`src/rtl/agu0_issue_arbiter_pkg.sv`:
```
// Shared types for the AGU0 issue path: request payload, op encoding and arbiter state.
package agu_pkg;

  // Field order matches AGU0's skid buffer so the payload can be passed through as one vector.
  typedef struct packed {
    logic [5:0]  rob;
    logic [3:0]  op;
    logic [31:0] data;
    logic [31:0] addr;
    logic [5:0]  dest;
  } agu_req_t;

  localparam int OP_STORE_BIT = 3;

  typedef enum logic {
    NORMAL  = 1'b0,
    FORCE_A = 1'b1
  } arb_state_e;

endpackage

```
`src/rtl/agu_arb_starve.sv`:
```
// Winner select for the AGU0 arbiter: replay queue (B) has priority unless
// the issue queue (A) has been starved for STARVE_LIMIT consecutive B grants.
module agu_arb_starve
  import agu_pkg::*;
#(
  parameter int STARVE_LIMIT = 4
) (
  input  logic cpu_clock_i,
  input  logic cpu_reset_i,
  input  logic flush_i,
  input  logic slot_free,
  input  logic a_vld,
  input  logic b_vld,
  output logic sel_b,
  output logic sel_vld
);

  localparam logic [3:0] LIMIT = 4'(STARVE_LIMIT);

  arb_state_e state_q;
  logic [3:0] starve_q;
  logic [3:0] starve_inc;
  logic       grant;

  always_comb begin
    sel_vld    = a_vld | b_vld;
    sel_b      = (state_q == NORMAL) ? b_vld : (b_vld & ~a_vld);
    grant      = slot_free & ~flush_i & sel_vld;
    starve_inc = (starve_q >= LIMIT) ? LIMIT : starve_q + 4'd1;
  end

  // A B grant can only occur with A waiting while in NORMAL, so the FORCE_A
  // entry is evaluated on the incremented count of that grant.
  always_ff @(posedge cpu_clock_i or posedge cpu_reset_i) begin
    if (cpu_reset_i) begin
      starve_q <= 4'd0;
      state_q  <= NORMAL;
    end else if (flush_i || !a_vld || (grant && !sel_b)) begin
      starve_q <= 4'd0;
      state_q  <= NORMAL;
    end else if (grant) begin
      starve_q <= starve_inc;
      if (starve_inc == LIMIT) state_q <= FORCE_A;
    end
  end

endmodule

```
`src/rtl/agu0_issue_arbiter.sv`:
```
// Two-requester arbiter and registered issue slot in front of the AGU0 memory pipe.
// Holds the issued request bit-stable while AGU0 applies back-pressure.
module agu0_issue_arbiter
  import agu_pkg::*;
#(
  parameter int STARVE_LIMIT = 4
) (
  input  logic        cpu_clock_i,
  input  logic        cpu_reset_i,
  input  logic        flush_i,
  input  logic        a_vld_i,
  input  logic [5:0]  a_rob_i,
  input  logic [3:0]  a_op_i,
  input  logic [31:0] a_data_i,
  input  logic [31:0] a_addr_i,
  input  logic [5:0]  a_dest_i,
  output logic        a_busy_o,
  input  logic        b_vld_i,
  input  logic [5:0]  b_rob_i,
  input  logic [3:0]  b_op_i,
  input  logic [31:0] b_data_i,
  input  logic [31:0] b_addr_i,
  input  logic [5:0]  b_dest_i,
  output logic        b_busy_o,
  output logic        lsu_vld_o,
  output logic [5:0]  lsu_rob_o,
  output logic [3:0]  lsu_op_o,
  output logic [31:0] lsu_data_o,
  output logic [31:0] lsu_addr_o,
  output logic [5:0]  lsu_dest_o,
  input  logic        agu_busy_i,
  output logic        grant_b_o
);

  agu_req_t a_req;
  agu_req_t b_req;
  agu_req_t lsu_q;
  logic     lsu_vld_q;
  logic     grant_b_q;
  logic     slot_free;
  logic     sel_b;
  logic     sel_vld;

  assign a_req     = {a_rob_i, a_op_i, a_data_i, a_addr_i, a_dest_i};
  assign b_req     = {b_rob_i, b_op_i, b_data_i, b_addr_i, b_dest_i};
  assign slot_free = ~lsu_vld_q | ~agu_busy_i;

  agu_arb_starve #(
    .STARVE_LIMIT(STARVE_LIMIT)
  ) u_starve (
    .cpu_clock_i(cpu_clock_i),
    .cpu_reset_i(cpu_reset_i),
    .flush_i    (flush_i),
    .slot_free  (slot_free),
    .a_vld      (a_vld_i),
    .b_vld      (b_vld_i),
    .sel_b      (sel_b),
    .sel_vld    (sel_vld)
  );

  // sel_vld is implied whenever the busy term's own valid is set.
  assign a_busy_o = cpu_reset_i | flush_i | ~slot_free | (a_vld_i & sel_b);
  assign b_busy_o = cpu_reset_i | flush_i | ~slot_free | (b_vld_i & ~sel_b);

  // Flush drops the slot even under back-pressure; AGU0 flushes its own copy.
  always_ff @(posedge cpu_clock_i or posedge cpu_reset_i) begin
    if (cpu_reset_i) begin
      lsu_q     <= '0;
      lsu_vld_q <= 1'b0;
      grant_b_q <= 1'b0;
    end else if (flush_i) begin
      lsu_vld_q <= 1'b0;
      grant_b_q <= 1'b0;
    end else if (slot_free) begin
      if (sel_vld) begin
        lsu_q     <= sel_b ? b_req : a_req;
        lsu_vld_q <= 1'b1;
        grant_b_q <= sel_b;
      end else begin
        lsu_vld_q <= 1'b0;
      end
    end
  end

  assign lsu_vld_o  = lsu_vld_q;
  assign lsu_rob_o  = lsu_q.rob;
  assign lsu_op_o   = lsu_q.op;
  assign lsu_data_o = lsu_q.data;
  assign lsu_addr_o = lsu_q.addr;
  assign lsu_dest_o = lsu_q.dest;
  assign grant_b_o  = grant_b_q;

endmodule

```
`config.mk`:
```
export PLATFORM = sky130hd
export DESIGN_NAME = agu0_issue_arbiter
export DESIGN_NICKNAME = d
export VERILOG_FILES = /design/src/rtl/agu0_issue_arbiter_pkg.sv /design/src/rtl/agu_arb_starve.sv /design/src/rtl/agu0_issue_arbiter.sv
export SDC_FILE = /design/constraint.sdc
export NUM_CORES = 1
export LEC_CHECK = 0
export CAP_MARGIN = 25
export CORE_AREA = 3 3 77 152
export DETAILED_ROUTE_END_ITERATION = 16
export DIE_AREA = 0 0 80 155
export PLACE_DENSITY_LB_ADDON = 0.12
export RECOVER_POWER = 25
export SKIP_LAST_GASP = 1
export SLEW_MARGIN = 0
export SYNTH_ARGS = -nofsm -noshare
export SYNTH_HDL_FRONTEND = slang
export SYNTH_HIERARCHICAL = 1
export SYNTH_SLANG_ARGS = --single-unit
```
`constraint.sdc`:
```
create_clock -name cpu_clock_i -period 10.6 [get_ports cpu_clock_i]
set_input_delay 2.12 -clock cpu_clock_i [delete_from_list [all_inputs] [get_ports cpu_clock_i]]
set_output_delay 2.12 -clock cpu_clock_i [all_outputs]
set_load 0.05 [all_outputs]
```
=== Word level (Yosys, flattened, before mapping) ===
Index checks and enable logic that the tools add are counted.

* Flip-flop bits (word level): 87
* Input port bits: 166
* Output and inout port bits: 84
* Logic and storage cells: 55

* Add/sub/neg operators: 1
* Order comparisons: 1
* Equal/unequal tests: 1
* Multiplexer cells: 14
* Bitwise gates (word level): 17
* Reduce and logical (&&, ||, !) cells: 12

{| class="wikitable"
|+ Operators with widths
! kind !! number
|-
| $mux W80 || 1
|-
| $mux W4 || 3
|-
| $mux W1 || 10
|-
| $reduce_bool A2 Y1 || 4
|-
| $not A1 Y1 || 6
|-
| $or A1 B1 Y1 || 6
|-
| $and A1 B1 Y1 || 5
|-
| $add A4 B1 Y4 const B || 1
|-
| $eq A4 B3 Y1 const B || 1
|-
| $ge A4 B3 Y1 const B || 1
|-
| $reduce_and A2 Y1 || 2
|-
| $reduce_and A3 Y1 || 1
|-
| $logic_not A1 Y1 || 2
|-
| $logic_or A1 B1 Y1 || 2
|-
| $logic_and A1 B1 Y1 || 1
|}

=== Longest topological paths before layout ===
Gate-level depths: netlist (run 1).

* Word-level depth: 8
* Gate-level depth with buffers: 5
* Depth with buffers taken out: 4

=== Modules after synthesis ===
Netlist (run 1), hierarchy kept.

{| class="wikitable"
|+ Modules (own cells, without submodules)
! module !! times used !! cells each !! area an instance (um^2) !! seq. area each (um^2)
|-
| agu0_issue_arbiter || 1 || 379 || 4,043.9 || 2,052.0
|-
| agu_arb_starve || 1 || 27 || 290.3 || 125.1
|}

=== Worst setup path before layout (run 1) ===
OpenSTA, ideal clock, no wires.

* Path kind: in2out
* Start: in cpu_reset_i
* End: out b_busy_o
* Arrival time: 4.664 ns
* Required time: 8.480 ns
* Slack: 3.816 ns
* Stages on the path: 3
* Buffers on the path: 0
* Path through: inv_1 and2_1 o21ai_0

* Longest elaborated chain between the ends: 3

{| class="wikitable"
|+ RTL lines
! item !! line !! text
|-
| start, declared || agu0_issue_arbiter.sv:9 || <nowiki>input logic cpu_reset_i,</nowiki>
|-
| $or A1 B1 Y1 (3 in a row) || agu0_issue_arbiter.sv:63 || <nowiki>assign b_busy_o = cpu_reset_i | flush_i | ~slot_free | (b_vld_i & ~sel_b);</nowiki>
|-
| end, declared || agu0_issue_arbiter.sv:24 || <nowiki>output logic b_busy_o,</nowiki>
|}

Every way passes these cells.

=== Worst setup path in the final report (run 1) ===
* Start: in b_vld_i
* End: out a_busy_o

* Longest elaborated chain between the ends: 4

{| class="wikitable"
|+ RTL lines
! item !! line !! text
|-
| start, declared || agu0_issue_arbiter.sv:18 || <nowiki>input logic b_vld_i,</nowiki>
|-
| $and A1 B1 Y1 || agu_arb_starve.sv:27 || <nowiki>sel_b = (state_q == NORMAL) ? b_vld : (b_vld & ~a_vld);</nowiki>
|-
| $mux W1 (*) || agu_arb_starve.sv:27 ||
|-
| net sel_b || agu0_issue_arbiter.sv:41 || <nowiki>logic sel_b;</nowiki>
|-
| $and A1 B1 Y1 (*) || agu0_issue_arbiter.sv:62 || <nowiki>assign a_busy_o = cpu_reset_i | flush_i | ~slot_free | (a_vld_i & sel_b);</nowiki>
|-
| $or A1 B1 Y1 (*) || agu0_issue_arbiter.sv:62 ||
|-
| end, declared || agu0_issue_arbiter.sv:17 || <nowiki>output logic a_busy_o,</nowiki>
|}

The timed path passes the listed nets; every way through them passes the cells marked *.

==> results of run 1 <==
[worst min-delay path: stages, from the launching register on]
cell and delay, ns:
dfrtp_1 0.38, nand2_1 0.06, a21oi_1 0.06
[power by group]
| group | total, mW | switching (mW) | internal [mW] |
|---|---|---|---|
| registers | 0.410 | 0.0272 | 0.382 |
| logic | 0.470 | 0.289 | 0.181 |
| clock network | 0.306 | 0.124 | 0.182 |
| total | 1.19 | 0.440 | 0.745 |
[registers in the layout (all words and copies together) (netlist names)]
name	count
u_starve/starve_q	4
lsu_op_o	4
lsu_vld_o	1
lsu_rob_o	6
lsu_data_o	32
grant_b_o	1
lsu_addr_o	32
lsu_dest_o	6
u_starve/state_q	1
[cell families (layout without fill, tap and decap cells)]
family,after synthesis,after routing
compound gates,172,172
flops,87,87
mux,80,80
buf+inv,50,278
simple gates,16,16
fa+ha+maj,1,1
[path summary, 6_finish.rpt]
path	depth (start not counted)	endpoint	slack (ns)	from
hold / removal	2	u_starve/starve_q[1]$_DFFE_PP0P_	0.54	u_starve/starve_q[1]$_DFFE_PP0P_
hold reg to reg	2	u_starve/starve_q[1]$_DFFE_PP0P_	0.54	u_starve/starve_q[1]$_DFFE_PP0P_
setup reg to reg	5	lsu_addr_o[26]$_DFFE_PP0P_	8.22	lsu_vld_o$_DFFE_PP0P_
min in group asynchronous	2	u_starve/starve_q[0]$_DFFE_PP0P_	2.16	cpu_reset_i
max in group asynchronous	4	lsu_addr_o[25]$_DFFE_PP0P_	4.42	cpu_reset_i
setup / recovery	6	a_busy_o	4.04	b_vld_i
[through the flow]
| step | util, % | setup slack (ns) |
|---|---|---|
| 2_1_floorplan | - | 3.82 |
| 3_3_place_gp | 64.5 | 4.08 |
| 3_5_place_dp | 64.5 | 4.02 |
| 4_1_cts | 67.2 | 4.01 |
| 5_1_grt | 67.2 | 3.67 |
| 6_report | 67.2 | 4.04 |
[cell usage in the layout, fill, tap and decap left out, drive strengths merged, types with 2 or more instances in the layout]
cell | netlist | final
clkdlybuf4s50 | 0 | 248
dfrtp | 87 | 87
inv | 6 | 5
clkinv | 0 | 4
mux2i | 80 | 80
clkbuf | 16 | 12
o21ai | 2 | 2
a21oi | 85 | 85
nand3 | 2 | 2
nand2b | 3 | 3
clkinvlp | 0 | 2
a31oi | 80 | 80
nand2 | 4 | 4
buf | 28 | 5
[layer usage]
metal  up-vias  wire, microns  GRT usage (%)
met5         -              0              0
met4         0            311           7.98
met3        17            967           5.27
met2       162           7560           40.1
met1      1923           4600           21.8
li1       1998              -              -
[final cells by class]
cell class,count,area [sq um],area share [%]
repair buffers,256,2540,35.6
clock buffers,10,229,3.21
flip-flops and latches,87,2180,30.5
multi-input cells,269,1930,27.1
inverters,6,23.8,0.333
well taps,137,171,2.40
clock inverters,6,61.3,0.859
==> impl_metrics.py, run 1 <==
metrics = {
    "global_route": {
        "grt_pass1_vias": 4124,
        "grt_pass1_wl_microns": 20500,
        "grt_overflow_total": 0,
        "grt.total_usage_pct": 21.3,
        "grt_max_degree": 101,
        "antenna_found_initial": 0,
    },
    "floorplan": {
        "die_w_microns": 80,
        "rows": 53,
        "fp.dieArea_sq_um": 12400,
        "io_pins": 250,
        "core-area_sq_um": 10600,
        "die_h_microns": 155,
        "initial_core_util_pct": 40.8,
    },
    "cts": {
        "clk_pin_slew_ns": 0.06,
        "cts-resized-gates": 0,
        "clock_latency_ns": 0.33,
        "cts_buffer_depth": 2,
        "cts_buffers": 9,
        "post-cts-setup-buffers": 0,
        "hold_buffers": 0,
        "cts_tree": "done",
        "cts_sinks": 87,
        "cts-root-buf": "clkbuf_16",
        "cts_max_level": 3,
    },
    "sta": {
        "worst_pin_slew_ns": 2.80,
        "max_freq_mhz": 152,
        "setup_tns_ns": 0,
        "setup_viol": 0,
        "relSlewSlack_pct": -86.7,
        "finalHoldViolCount": 0,
        "hold_ws_ns": 0.540,
        "skew_ns": 0.00669,
        "rsz0062_at_grt": "no",
        "timing.final.crit_share_pct": 61.9,
        "period_needed_ns": 6.56,
        "drv_slew": 85,
    },
    "yosys": {
        "synth_edf_count": 0,
        "synthAdderAreaFrac_pct": 0.289,
        "synthArstFlopShare_pct": 100,
        "synthesis.instances": 406,
        "yosysMostFrequentCell": "dfrtp_1",
        "yosys.area_share.simple_pct": 2.66,
        "synth_area_sq_um": 4330,
        "muxShareOfSynthArea_pct": 18.5,
        "syn_nets": 573,
        "ys_warn_count": 6,
        "synth_compound_area_share_pct": 22.7,
        "synth_top_family_by_area": "compound AO/OA/AOI/OAI gates",
        "synth_cell_types": 30,
        "synth_flop_cell": "dfrtp_1",
        "netlist_top_cells_area": "dfrtp_1 (50%), mux2i_1 (18%), a31oi_1 (12%), a21oi_1 (9.7%), buf_2 (2.2%)",
        "yosys-top-cells-count": "dfrtp_1 (87), a21oi_1 (84), a31oi_1 (80), mux2i_1 (80), buf_2 (19)",
        "synth_xor_area_share_pct": 0,
        "synth_top_area_share_pct": 50.2,
        "yosysSeqAreaShare_pct": 50.2,
        "synth_area_leader_cell": "dfrtp_1",
        "ys_ff_latch": 87,
        "avgSynthCellArea_sq_um": 10.7,
    },
    "power": {
        "leakage_nw": 2.94,
        "peakVddDrop_mv": 0.0946,
        "power_mw": 1.19,
        "powerDensity_nw_per_um2": 166,
    },
    "setup_path": {
        "path_class": "input pin to output pin",
        "cp_max_fo": 40,
        "cp_slowest_cell": "clkdlybuf4s50_1",
        "required_ns": 8.48,
        "slowest_delay_ns": 0.80,
        "worstPathCellList": "clkdlybuf4s50_1 > a21boi_4 > buf_4 > nand2_1 > nand2_1 > clkdlybuf4s50_1",
        "cp.arrival_ns": 4.44,
        "start_kind": "input pin",
        "cp_top_family": "buffers and inverters",
        "critPathCaptureType": "output pin",
        "crit_buf_inv": 3,
    },
    "status": {
        "outcome": "finished with violations",
        "violations": "max-capacitance violations, max-slew violations",
    },
    "cells_and_area": {
        "fillCellCount": 915,
        "fin_nets": 796,
        "insertedDiodeCount": 0,
        "drive_gt1_share_pct": 4.42,
        "area_growth_pct": 64.6,
        "fin_area_sq_um": 7130,
        "stdcell_count": 771,
    },
    "drt": {
        "drcViolationCount": 0,
        "drt_iter0_markers": 189,
        "avgRoutedWirePerCell_microns": 17.4,
        "dr.pass1.iters": 4,
        "routed_wl_microns": 13400,
        "antenna_left": 0,
        "avgViaCountPerCell": 5.32,
        "vias": 4100,
    },
    "min_path": {
        "hp-class": "flip-flop to flip-flop",
    },
    "job": {
        "drv_cap": 2,
    },
    "placement": {
        "dpl-instance-area_sq_um": 6840,
        "placed_cells": 754,
        "portBuffers": 249,
        "hpwl_microns": 10200,
        "gp_congestion": 0.768,
    },
}
(Power assumes the default switching activity.)
==> run 2, diff against run 1 <==
CORE_AREA = 3 3 83 164   (was 3 3 77 152)
DIE_AREA = 0 0 86 167   (was 0 0 80 155)
clock period = 5.6 ns   (was 10.6 ns; I/O delays follow)
==> run 2 against run 1 <==
The flow still finishes with violations (max-capacitance violations, max-slew violations). Worst setup slack worse by 2.4 ns. Power rose by 93%. Sequential share of layout area fell by 0.36 points. Critical path depth decreased by 1. Die area increased by 16%. Wire length increased by 1.8%. Critical path type unchanged. Critical endpoint is now b_busy_o. Highest routed layer unchanged.
==> impl_metrics.py, run 2 (same netlist as run 1, synthesis figures left out) <==
metrics = {
    "cts": {
        "cts_max_level": 3,
        "post-cts-setup-buffers": 0,
        "cts-resized-gates": 0,
        "cts-root-buf": "clkbuf_16",
        "hold_buffers": 0,
        "cts_buffer_depth": 2,
        "cts_buffers": 9,
        "clock_latency_ns": 0.33,
        "clk_pin_slew_ns": 0.05,
        "cts_sinks": 87,
        "cts_tree": "done",
    },
    "setup_path": {
        "cp_slowest_cell": "clkdlybuf4s50_1",
        "cp_top_family": "buffers and inverters",
        "slowest_delay_ns": 0.83,
        "rr_worst_depth": 5,
        "required_ns": 4.48,
        "path_depth": 5,
        "cp_max_fo": 3,
        "worstPathCellList": "dlygate4sd3_1 > a21oi_4 > and2_1 > o21ai_0 > clkdlybuf4s50_1",
        "critPathCaptureType": "output pin",
        "path_class": "input pin to output pin",
        "crit_buf_inv": 2,
        "cp.arrival_ns": 2.88,
        "start_kind": "input pin",
    },
    "cells_and_area": {
        "regArea_sq_um": 2180,
        "final_cell_mix": "clkdlybuf4s50_1 (247), dfrtp_1 (87), a21oi_1 (84), mux2i_1 (80), a31oi_1 (80)",
        "multiInputGateArea_sq_um": 1930,
        "final_common_cell": "clkdlybuf4s50_1",
        "area_growth_pct": 66.6,
        "insertedDiodeCount": 0,
        "drive_gt1_share_pct": 4.57,
        "fillCellCount": 1159,
        "fin_nets": 798,
    },
    "power": {
        "combPwrFrac_pct": 39.2,
        "peakVddDrop_mv": 0.199,
        "powerDensity_nw_per_um2": 317,
        "seqPwrFrac_pct": 33.9,
        "leakage_nw": 2.97,
        "intPower_mw": 1.46,
        "sw_frac_of_total_pct": 36.2,
        "p_switching_uw": 828,
        "clkPwrFrac_pct": 26.9,
    },
    "floorplan": {
        "die_h_microns": 167,
        "rows": 58,
        "fp.dieArea_sq_um": 14400,
        "core-area_sq_um": 12600,
        "die_w_microns": 86,
        "io_pins": 250,
        "initial_core_util_pct": 34.5,
    },
    "sta": {
        "rsz0062_at_grt": "no",
        "skew_ns": 0.00677,
        "timing.final.crit_share_pct": 71.4,
        "hold_ws_ns": 0.546,
        "drv_slew": 34,
        "max_freq_mhz": 250,
        "worst_pin_slew_ns": 1.98,
        "relSlewSlack_pct": -32.3,
        "period_needed_ns": 4.00,
        "setup_viol": 0,
        "setup_tns_ns": 0,
        "finalHoldViolCount": 0,
    },
    "drt": {
        "routed_wl_microns": 13700,
        "vias": 4096,
        "avgRoutedWirePerCell_microns": 17.5,
        "antenna_left": 0,
        "dr.pass1.iters": 4,
        "drt_iter0_markers": 127,
        "drcViolationCount": 0,
        "avgViaCountPerCell": 5.22,
    },
    "status": {
        "violations": "max-capacitance violations, max-slew violations",
        "outcome": "finished with violations",
    },
    "placement": {
        "gp_congestion": 0.716,
        "hpwl_microns": 10200,
        "portBuffers": 249,
    },
    "global_route": {
        "grt_pass1_vias": 4103,
        "grt_max_degree": 107,
        "antenna_found_initial": 0,
        "grt_pass1_wl_microns": 21300,
        "grt_overflow_total": 0,
        "grt.total_usage_pct": 18.6,
    },
    "min_path": {
        "hp-class": "flip-flop to flip-flop",
        "hold_depth": 2,
    },
    "job": {
        "drv_cap": 1,
    },
}
==> run 2: cell types whose count changed in the layout (fill, tap and decap cells not counted) <==
cell / change
buf_16: +2
clkinv_2: -2
buf_4: +1
bufinv_16: +1
clkbuf_1: -1
clkdlybuf4s50_1: -1
clkinv_4: -1
dlygate4sd3_1: +1
==> run 2: stage by stage <==
| step | power (mW) | setup WS (ns) | cell area [sq um] | instances | util, % |
|---|---|---|---|---|---|
| floorplan | 1.31 | 0.816 | 4330 | 406 | - |
| global placement | 1.68 | 1.64 | 6870 | 768 | 54.7 |
| detailed placement | 1.69 | 1.64 | 6890 | 769 | 54.9 |
| CTS | 2.31 | 1.62 | 7200 | 783 | 57.3 |
| global route | 2.39 | 1.48 | 7220 | 784 | 57.5 |
| finish | 2.29 | 1.60 | 7220 | 784 | 57.5 |
==> run 2: final cells by class <==
type	instances	area share (%)
tap	150	2.60
inverter	6	0.329
multi-input combinational	269	26.8
clock inverter	4	1.01
sequential	87	30.2
clock buffer	10	3.17
timing repair buffer	258	36.0
==> run 2: worst min-delay path, delay by kind of cell (launching register included) <==
family,cells,cell delay (ns)
flops,1,0.34
compound gates,2,0.17
==> run 2: power by group through the flow <==
stage,logic (mW),registers (mW),clock network (mW)
after floorplan,0.191,1.12,0
after global placement,0.894,0.781,0
after detailed placement,0.904,0.785,0
after CTS,0.905,0.775,0.632
after global routing,0.944,0.788,0.654
final,0.896,0.775,0.614
==> run 2: path summary, 6_finish.rpt <==
check / startpoint / end / slack, ns
max: agu_busy_i / b_busy_o / 1.60
min: lsu_dest_o[1]$_DFFE_PP0P_ / lsu_dest_o[1]$_DFFE_PP0P_ / 0.55
max reg2reg: u_starve/state_q$_DFFE_PP0P_ / lsu_data_o[5]$_DFFE_PP0P_ / 3.10
min reg2reg: lsu_dest_o[1]$_DFFE_PP0P_ / lsu_dest_o[1]$_DFFE_PP0P_ / 0.55
max in group asynchronous: cpu_reset_i / lsu_data_o[28]$_DFFE_PP0P_ / 2.43
min in group asynchronous: cpu_reset_i / u_starve/starve_q[3]$_DFFE_PP0P_ / 1.18
==> run 2: per-layer routing <==
metal,GRT usage [%],vias to the layer above,routed length [microns]
li1,-,1994,-
met1,19.9,1943,4840
met3,4.01,19,851
met2,34.6,140,7650
met5,0,-,0
met4,7.10,0,344
==> RTL change (settings of run 1) <==
Make the reset (`cpu_reset_i`) synchronous in 2 clocked blocks.
--- a/src/rtl/agu_arb_starve.sv
+++ b/src/rtl/agu_arb_starve.sv
@@ -31,7 +31,7 @@
 
   // A B grant can only occur with A waiting while in NORMAL, so the FORCE_A
   // entry is evaluated on the incremented count of that grant.
-  always_ff @(posedge cpu_clock_i or posedge cpu_reset_i) begin
+  always_ff @(posedge cpu_clock_i) begin
     if (cpu_reset_i) begin
       starve_q <= 4'd0;
       state_q  <= NORMAL;
--- a/src/rtl/agu0_issue_arbiter.sv
+++ b/src/rtl/agu0_issue_arbiter.sv
@@ -63,7 +63,7 @@
   assign b_busy_o = cpu_reset_i | flush_i | ~slot_free | (b_vld_i & ~sel_b);
 
   // Flush drops the slot even under back-pressure; AGU0 flushes its own copy.
-  always_ff @(posedge cpu_clock_i or posedge cpu_reset_i) begin
+  always_ff @(posedge cpu_clock_i) begin
     if (cpu_reset_i) begin
       lsu_q     <= '0;
       lsu_vld_q <= 1'b0;
Check against the original RTL: differs if cpu_reset_i is asserted again (counterexample within 4 cycles, from zero or initial values and one cycle with cpu_reset_i high); with cpu_reset_i held inactive, the same outputs for 4 cycles.
==> RTL change against run 1 <==
- worst setup slack worse by 140 ps
- power is 16% lower
- sequential cell count stayed put
- synthesized area is 4.5% lower
- design area is 3.2% lower
- global-route usage is 0.64 points lower
- routed wire length is 0.34% higher
- final cell count stayed put
- die area stayed put
==> RTL change: results (changes against run 1) <==
[routing]
firstDrtPassIters = 5  ; was 4
drt-initial-drc-count = 231  ; was 189
routed_wl_um = 13490  ; was 13440 µm
vias_per_cell = 5.320  ; was 5.318

[place]
place_hpwl_um = 9939  ; was 10220 µm
dpl_cell_area_mm2 = 0.006599  ; was 0.006843 mm²
place.gp.congestion = 0.7742  ; was 0.7676

[critical_path]
r2r_cells = 5  ; unchanged
crit_path_max_incr_delay_ps = 800  ; about the same
rr_startpoint = u_starve/state_q  ; was lsu_vld_o
cp_slowest_cell = clkdlybuf4s50_1  ; unchanged
r2r_end = lsu_addr_o[18]  ; was lsu_addr_o[26]
cp_max_fo = 46  ; was 40
arrival_ps = 4580  ; was 4440 ps
reg2reg_slack_ps = 8160  ; was 8220 ps

[synth]
synth_ff_type = dfxtp_1  ; was dfrtp_1
yosysSeqAreaShare_pct = 42.08  ; was 50.23%
synthArstFlopShare_pct = 0  ; was 100.0%
syn-num-nets = 583  ; was 573
yosysWarnings = 6  ; unchanged
synthTopCellsByCount = dfxtp_1 (87), a21oi_1 (84), mux2i_1 (81)  ; was dfrtp_1 (87), a21oi_1 (84), a31oi_1 (80), mux2i_1 (80), buf_2 (19)
yosys-top-cells-area = dfxtp_1 (42%), mux2i_1 (20%), a311oi_1 (17%)  ; was dfrtp_1 (50%), mux2i_1 (18%), a31oi_1 (12%)

[clock_network]
cts_root_buffer = clkbuf_16  ; unchanged
cts_resized = 0  ; unchanged
post-cts-setup-buffers = 0  ; unchanged
cts_buffers = 9  ; unchanged
cts.path.max_buffers = 2  ; unchanged
htree_levels = 3  ; unchanged

[grt]
grt_max_degree = 89  ; was 101
grt_pass1_wl_um = 19980  ; was 20500 µm
grt_usage_pct = 20.63  ; was 21.27%
grt_pass1_vias = 3924  ; was 4124

[sta]
skew_ps = 5.748  ; was 6.693 ps
worst_pin_slew_ps = 885.0  ; was 2800 ps

[pwr]
peakVddDrop_uv = 96.88  ; was 94.58 µV
p_sw_share_pct = 31.05  ; was 37.13%
combPwrFrac_pct = 30.5  ; was 39.7%
leakage_nw = 2.689  ; was 2.937 nW
p_clk_share_pct = 32.6  ; was 25.8%

[cells_and_area]
final_nets = 796  ; unchanged
n_fill_cell = 931  ; was 915
drive_gt1_share_pct = 4.101  ; was 4.416%

[outcome]
outcome = completed  ; was complete, but fails checks

[hold_path]
whs_path_depth = 1  ; was 2
min_from = u_starve/starve_q[3]  ; was u_starve/starve_q[1]
min_to = u_starve/starve_q[3]  ; was u_starve/starve_q[1]

[RTL change: cell type report]
cell class	instances	area (µm²)	area share, %
Multi-Input combinational cell	273	2137	30.94
Inverter	3	13.76	0.1993
Tap cell	137	171.4	2.482
Clock inverter	3	40.04	0.5797
Clock buffer	13	270.3	3.913
Timing Repair Buffer	255	2532	36.67
Sequential cell	87	1742	25.22
[RTL change: how the worst max path moves through the flow]
stage               slack (ps)  endpoint  cells after the start    start
floorplan                 4750  b_busy_o                      4  b_vld_i
global placement          3970  a_busy_o                      6  b_vld_i
detailed placement        3950  b_busy_o                      5  b_vld_i
CTS                       3920  a_busy_o                      6  b_vld_i
global route              3760  a_busy_o                      6  b_vld_i
finish                    3900  a_busy_o                      6  b_vld_i
[RTL change: kinds of logic (layout without fill, tap and decap cells)]
logic type | after synthesis | count (layout) | synth area share [%]
adders and majority gates | 1 | 1 | 0.3022
and+or+nand+nor | 17 | 17 | 2.540
buffers and inverters | 56 | 274 | 6.772
muxes | 81 | 81 | 19.59
AOI/OAI and AO/OA | 174 | 174 | 28.72
DFF | 87 | 87 | 42.08
[RTL change: per-layer routing]
metal	GRT usage (%)	routed length, µm
met1	22.06	4816
met2	37.30	7244
met3	6.489	1162
met4	7.010	262
met5	0	0
[RTL change: stage by stage]
step	setup slack (ps)	instances	hold WS, ps	power, W
final	3902	771	492.8	0.0009901
after global routing	3755	771	508.6	0.001033
after CTS	3922	771	490.4	0.001005
after detailed placement	3946	755	482.0	0.0006802
after global placement	3968	755	451.6	0.0006763
after floorplan	4751	416	441.6	0.0005502
